### config.mk
export PLATFORM = sky130hd
export DESIGN_NAME = seg_scan_ctrl
export DESIGN_NICKNAME = d
export VERILOG_FILES = /design/src/rtl/seg_pkg.sv /design/src/rtl/seg_phase_cnt.sv /design/src/rtl/seg_scan_ctrl.sv
export SDC_FILE = /design/constraint.sdc
export NUM_CORES = 1
export LEC_CHECK = 0
export CORE_UTILIZATION = 55
export CTS_CLUSTER_DIAMETER = 60
export DETAILED_ROUTE_END_ITERATION = 16
export PLACE_DENSITY = 0.84
export SETUP_SLACK_MARGIN = 0.3
export SLEW_MARGIN = 5
export SYNTH_ARGS = -nofsm -noshare
export SYNTH_HDL_FRONTEND = slang
export SYNTH_SLANG_ARGS = --single-unit
### constraint.sdc
create_clock -name sys_clk -period 6.7 [get_ports sys_clk]
set_input_delay 0.67 -clock sys_clk [delete_from_list [all_inputs] [get_ports sys_clk]]
set_output_delay 0.67 -clock sys_clk [all_outputs]
set_load 0.02 [all_outputs]
### src/rtl/seg_pkg.sv
// Shared definitions for the segment scan controller: scan state encoding,
// BCD nibble width and helpers for the digit-select constant and counter width.
package seg_pkg;

    typedef enum logic {
        ST_BLANK = 1'b0,
        ST_SHOW  = 1'b1
    } seg_state_e;

    localparam int SEG_NIB_W      = 4;
    localparam int SEG_MAX_DIGITS = 8;

    // Active-low select pattern with every digit position turned off.
    function automatic logic [SEG_MAX_DIGITS-1:0] seg_all_off(input int digits);
        logic [SEG_MAX_DIGITS-1:0] m;
        m = '0;
        for (int k = 0; k < SEG_MAX_DIGITS; k++) begin
            if (k < digits) m[k] = 1'b1;
        end
        return m;
    endfunction

    // Phase counter width: wide enough to hold the larger terminal value.
    function automatic int seg_cnt_w(input int a, input int b);
        int m;
        m = (a > b) ? a : b;
        return (m < 2) ? 1 : $clog2(m);
    endfunction

endpackage

### src/rtl/seg_phase_cnt.sv
// Phase counter for the scan sequencer. Counts up from 0 to the supplied
// terminal value, flags the terminal cycle and wraps back to 0.
module seg_phase_cnt #(
    parameter int CNT_W = 2
) (
    input  logic             sys_clk,
    input  logic             rst_n,
    input  logic [CNT_W-1:0] tc_val,
    output logic             tc
);

    logic [CNT_W-1:0] cnt_q;
    logic [CNT_W-1:0] cnt_d;

    assign tc = (cnt_q == tc_val);

    // Advance the count, restarting at 0 after the terminal cycle.
    always_comb begin
        cnt_d = tc ? '0 : cnt_q + CNT_W'(1);
    end

    // Count register.
    always_ff @(posedge sys_clk or negedge rst_n) begin
        if (!rst_n) cnt_q <= '0;
        else        cnt_q <= cnt_d;
    end

endmodule

### src/rtl/seg_scan_ctrl.sv
// Time-multiplexed scan controller driving one shared BCD-to-7-segment
// decoder across DIGITS common-anode positions. New display words are
// taken through a one-deep pending slot and swapped in only at frame end.
// Optional build macro SEG_LZB_EN: leading-zero blanking of the upper digits.
//
//   state    | meaning
//   ---------+------------------------------------------------------------
//   ST_BLANK | all digits off for BLANK_CYC cycles; seg_data already set
//   ST_SHOW  | digit idx enabled for DWELL_CYC cycles; last one of the
//            | top digit is the frame end
module seg_scan_ctrl
    import seg_pkg::*;
#(
    parameter int DIGITS    = 4,
    parameter int DWELL_CYC = 50000,
    parameter int BLANK_CYC = 500
) (
    input  logic                          sys_clk,
    input  logic                          rst_n,
    input  logic                          upd_valid,
    input  logic [SEG_NIB_W*DIGITS-1:0]   upd_data,
    output logic                          upd_ready,
    output logic [SEG_NIB_W-1:0]          seg_data,
    output logic [DIGITS-1:0]             seg_sel,
    output logic                          frame_done
);

    localparam int WORD_W = SEG_NIB_W * DIGITS;
    localparam int CNT_W  = seg_cnt_w(DWELL_CYC, BLANK_CYC);
    localparam int IDX_W  = $clog2(DIGITS);

    localparam logic [CNT_W-1:0]          BLANK_TC = CNT_W'(BLANK_CYC - 1);
    localparam logic [CNT_W-1:0]          DWELL_TC = CNT_W'(DWELL_CYC - 1);
    localparam logic [IDX_W-1:0]          LAST_IDX = IDX_W'(DIGITS - 1);
    localparam logic [SEG_MAX_DIGITS-1:0] ALL_OFF  = seg_all_off(DIGITS);

    seg_state_e         state_q, state_d;
    logic [IDX_W-1:0]   idx_q, idx_d;
    logic [WORD_W-1:0]  active_q, active_d;
    logic [WORD_W-1:0]  pending_q, pending_d;
    logic               pend_vld_q, pend_vld_d;
    logic [SEG_NIB_W-1:0] seg_data_q, seg_data_d;

    logic               phase_tc;
    logic [CNT_W-1:0]   phase_tc_val;
    logic               frame_end;
    logic               accept;
    logic [DIGITS-1:0]  dark_mask;

    assign phase_tc_val = (state_q == ST_BLANK) ? BLANK_TC : DWELL_TC;
    assign frame_end    = (state_q == ST_SHOW) && (idx_q == LAST_IDX) && phase_tc;
    assign accept       = upd_valid && !pend_vld_q;
    assign seg_data     = seg_data_q;

    seg_phase_cnt #(
        .CNT_W (CNT_W)
    ) u_phase_cnt (
        .sys_clk (sys_clk),
        .rst_n   (rst_n),
        .tc_val  (phase_tc_val),
        .tc      (phase_tc)
    );

    // State and datapath registers.
    always_ff @(posedge sys_clk or negedge rst_n) begin
        if (!rst_n) begin
            state_q    <= ST_BLANK;
            idx_q      <= '0;
            active_q   <= '0;
            pending_q  <= '0;
            pend_vld_q <= 1'b0;
            seg_data_q <= '0;
        end else begin
            state_q    <= state_d;
            idx_q      <= idx_d;
            active_q   <= active_d;
            pending_q  <= pending_d;
            pend_vld_q <= pend_vld_d;
            seg_data_q <= seg_data_d;
        end
    end

    // Next-state: phase sequencing, pending-slot handshake and frame-end swap.
    always_comb begin
        state_d    = state_q;
        idx_d      = idx_q;
        active_d   = active_q;
        pending_d  = pending_q;
        pend_vld_d = pend_vld_q;
        seg_data_d = seg_data_q;

        if (phase_tc) begin
            if (state_q == ST_BLANK) begin
                state_d = ST_SHOW;
            end else begin
                state_d = ST_BLANK;
                idx_d   = (idx_q == LAST_IDX) ? '0 : idx_q + IDX_W'(1);
            end
        end

        if (accept) begin
            pending_d  = upd_data;
            pend_vld_d = 1'b1;
        end

        // accept and consume are exclusive, so a word taken in the frame-end
        // cycle waits a whole frame.
        if (frame_end && pend_vld_q) begin
            active_d   = pending_q;
            pend_vld_d = 1'b0;
        end

        // Load the next digit's nibble on BLANK entry, from the word that
        // will be active then, so a new word shows from digit 0 onwards.
        if ((state_q == ST_SHOW) && phase_tc) begin
            for (int k = 0; k < DIGITS; k++) begin
                if (idx_d == IDX_W'(k)) seg_data_d = active_d[k*SEG_NIB_W +: SEG_NIB_W];
            end
        end
    end

`ifdef SEG_LZB_EN
    logic zero_above;

    // Mark upper digits whose nibble and every higher nibble are zero.
    always_comb begin
        zero_above = 1'b1;
        dark_mask  = '0;
        for (int k = DIGITS - 1; k >= 0; k--) begin
            zero_above = zero_above && (active_q[k*SEG_NIB_W +: SEG_NIB_W] == '0);
            if (k != 0) dark_mask[k] = zero_above;
        end
    end
`else
    assign dark_mask = '0;
`endif

    // Outputs: decoded from registered state so reset forces them at once.
    always_comb begin
        seg_sel    = ALL_OFF[DIGITS-1:0];
        upd_ready  = !pend_vld_q;
        frame_done = frame_end;
        if (state_q == ST_SHOW) begin
            for (int k = 0; k < DIGITS; k++) begin
                if ((idx_q == IDX_W'(k)) && !dark_mask[k]) seg_sel[k] = 1'b0;
            end
        end
    end

endmodule

==> results.ini <==
[clock_network]
ctsResizeCount = 0
ctsLongestPathBuffers = 2
cts.clk_slew.worst_paths_ns = 0.10
cts_hold_buf = 0
cts.sinks = 56
cts_tree = built
cts_max_level = 2
clk_latency_ns = 0.31
cts-buffers-inserted = 5
root_buffer = clkbuf_8
post-cts-setup-buffers = 0

[final_layout]
final_cells = 331
fill_cells = 381
nets = 287
syn2layout_area_growth_pct = 14.8
layout_common_cells = 56 x dfrtp_1, 27 x clkdlybuf4s50_1, 25 x nand2_1
mostFrequentLayoutCell = dfrtp_1
ff_latch_area_sq_um = 1400
multi_input_area_sq_um = 1270
drive_gt1_share_pct = 18.6
antenna_cells = 0

[synthesis]
synth_seq_cells = 56
avgSynthCellArea_sq_um = 11.6
syn_inst = 237
ys_types = 35
synth_edf_count = 0
synthFlopType = dfrtp_1
yosysSeqAreaShare_pct = 50.8
syn_nets = 261
yosysWarnings = 0
synth_area_sq_um = 2760
async_flop_share_pct = 100

[route]
drt-initial-drc-count = 112
wl_um = 4940
drcViolationCount = 0
avgRoutedWirePerCell_um = 14.9
num_vias = 1820
vias_per_cell = 5.50
first_pass_iters = 4
ant_nets = 0

[worst_setup_path]
crit_required_ns = 6.03
startpoint_type = flip-flop
worstPathArrival_ns = 3.39
r2r.worst_path.cells = 4
path_class = flip-flop to output port
end_kind = output port
critPathMaxFanout = 14

[global_routing]
grt_util_all_layers_pct = 21.6
grt_pass1_wl_um = 8670
grt_pass1_vias = 1804
overflow = 0
antenna_found_initial = 0
grt_start_max_net_pins = 57

[floorplan]
rows = 25
die_x_um = 72.8
fp.coreArea_sq_um = 4790
initial_core_util_pct = 57.6
io_pins = 29
die_h_um = 72.8
dieArea_sq_um = 5300

[min_path]
hp-class = primary input to asynchronous set/reset pin

[place]
hpwl_um = 3410
numPortBuffers = 28
dp.cells = 323
place_congestion = 0.770

[power_and_ir_drop]
power_density_nw_per_um2 = 185
p_leak_uw = 0.00141
ir_drop_mv = 0.113
seqPwrFrac_pct = 61.7
power_switching_uw = 128
intPower_uw = 456
clock_power_share_pct = 32.6
p_comb_share_pct = 5.7
p_sw_share_pct = 22.0

[timing]
fmax_mhz = 246
relSlewSlack_pct = 18.3
min_period_ns = 4.06
fin_crit_sh_pct = 60.6
tns_ns = 0
setup_viol = 0
skew_ns = 0.0109
rsz0062_at_grt = no
drv_slew = 0
finalHoldViolations = 0
worst_pin_slew_ns = 1.22

[run_status]
status = completed

[job]
cap_violations = 0

## sequential cells by signal, indices dropped and copies added, names as in the netlist
register / cells
active_q: 16
idx_q: 2
pend_vld_q: 1
pending_q: 16
seg_data: 4
state_q: 1
u_phase_cnt.cnt_q: 16
## Yosys cell counts, types with 5 or more instances
cell / n / area [sq um]
dfrtp_1: 56 / 1400
nand2_1: 25 / 93.8
nor2_1: 22 / 82.6
mux2_2: 21 / 236
mux2_4: 15 / 225
clkbuf_1: 8 / 30.0
nand2b_1: 8 / 50.1
xnor2_1: 7 / 61.3
xor2_1: 7 / 61.3
o21ai_0: 6 / 30.0
a211oi_1: 5 / 37.5
ha_1: 5 / 62.6
mux2i_1: 5 / 50.1
nand3_1: 5 / 25.0
## layout make-up
type	instances	share of cell area (%)
Multi-Input combinational cell	165	40.2
Inverter	4	0.474
Clock inverter	1	0.237
Clock buffer	7	2.73
Timing Repair Buffer	31	9.41
Tap cell	67	2.65
Sequential cell	56	44.3
## metal layers
metal  wire (um)  part of all wire [%]  track usage (%)  up-vias
li1            -                     -                -      877
met1        2420                    49             32.0      907
met2        2320                    47             32.8       32
met3         152                   3.1             2.90        4
met4          52                   1.1             7.84        0
met5           0                     0                0        -
## critical path, cell delays in order (launching register included)
cell and delay (ns):
dfrtp_1 0.43, or4_1 0.55, or2_1 0.28, nor3_1 0.97
and2_1 0.26, clkdlybuf4s50_1 0.60
## kinds of logic after synthesis
kind of cell	Yosys count	synth area share, %
AO/OA/AOI/OAI	24	6.17
XOR/XNOR	14	4.45
adder cells (fa/ha/maj)	5	2.27
buffers and inverters	16	2.99
flip-flops	56	50.8
multiplexers	41	18.6
AND/OR/NAND/NOR	81	14.7
## worst paths after layout
path	start	endpoint	slack, ns
max	u_phase_cnt.cnt_q[10]	frame_done	2.64
min	rst_n	pending_q[12]	0.47
max in group asynchronous	rst_n	u_phase_cnt.cnt_q[3]	5.78
max reg2reg	u_phase_cnt.cnt_q[10]	idx_q[0]	4.09
min in group sys_clk	u_phase_cnt.cnt_q[0]	u_phase_cnt.cnt_q[0]	0.48
min reg2reg	u_phase_cnt.cnt_q[0]	u_phase_cnt.cnt_q[0]	0.48
## power groups by stage
stage / Sequential (uW) / Clock [uW] / Combinational (uW)
CTS: 361 / 194 / 34.4
floorplan: 364 / 0 / 15.5
detailed placement: 367 / 0 / 34.3
finish: 361 / 191 / 33.4
global placement: 366 / 0 / 32.7
global route: 363 / 206 / 38.1
## per-stage QoR
step | hold slack [ns] | setup slack (ns) | power [uW] | util, % | area, sq um
finish | 0.468 | 2.64 | 584 | 66.1 | 3170
global route | 0.510 | 2.42 | 607 | 66.1 | 3170
CTS | 0.482 | 2.66 | 589 | 66.1 | 3170
detailed placement | 0.473 | 3.01 | 402 | 64.2 | 3070
global placement | 0.452 | 3.06 | 399 | 64.2 | 3070
floorplan | 0.374 | 3.95 | 379 | - | 2760
(Power assumes the default switching activity.)
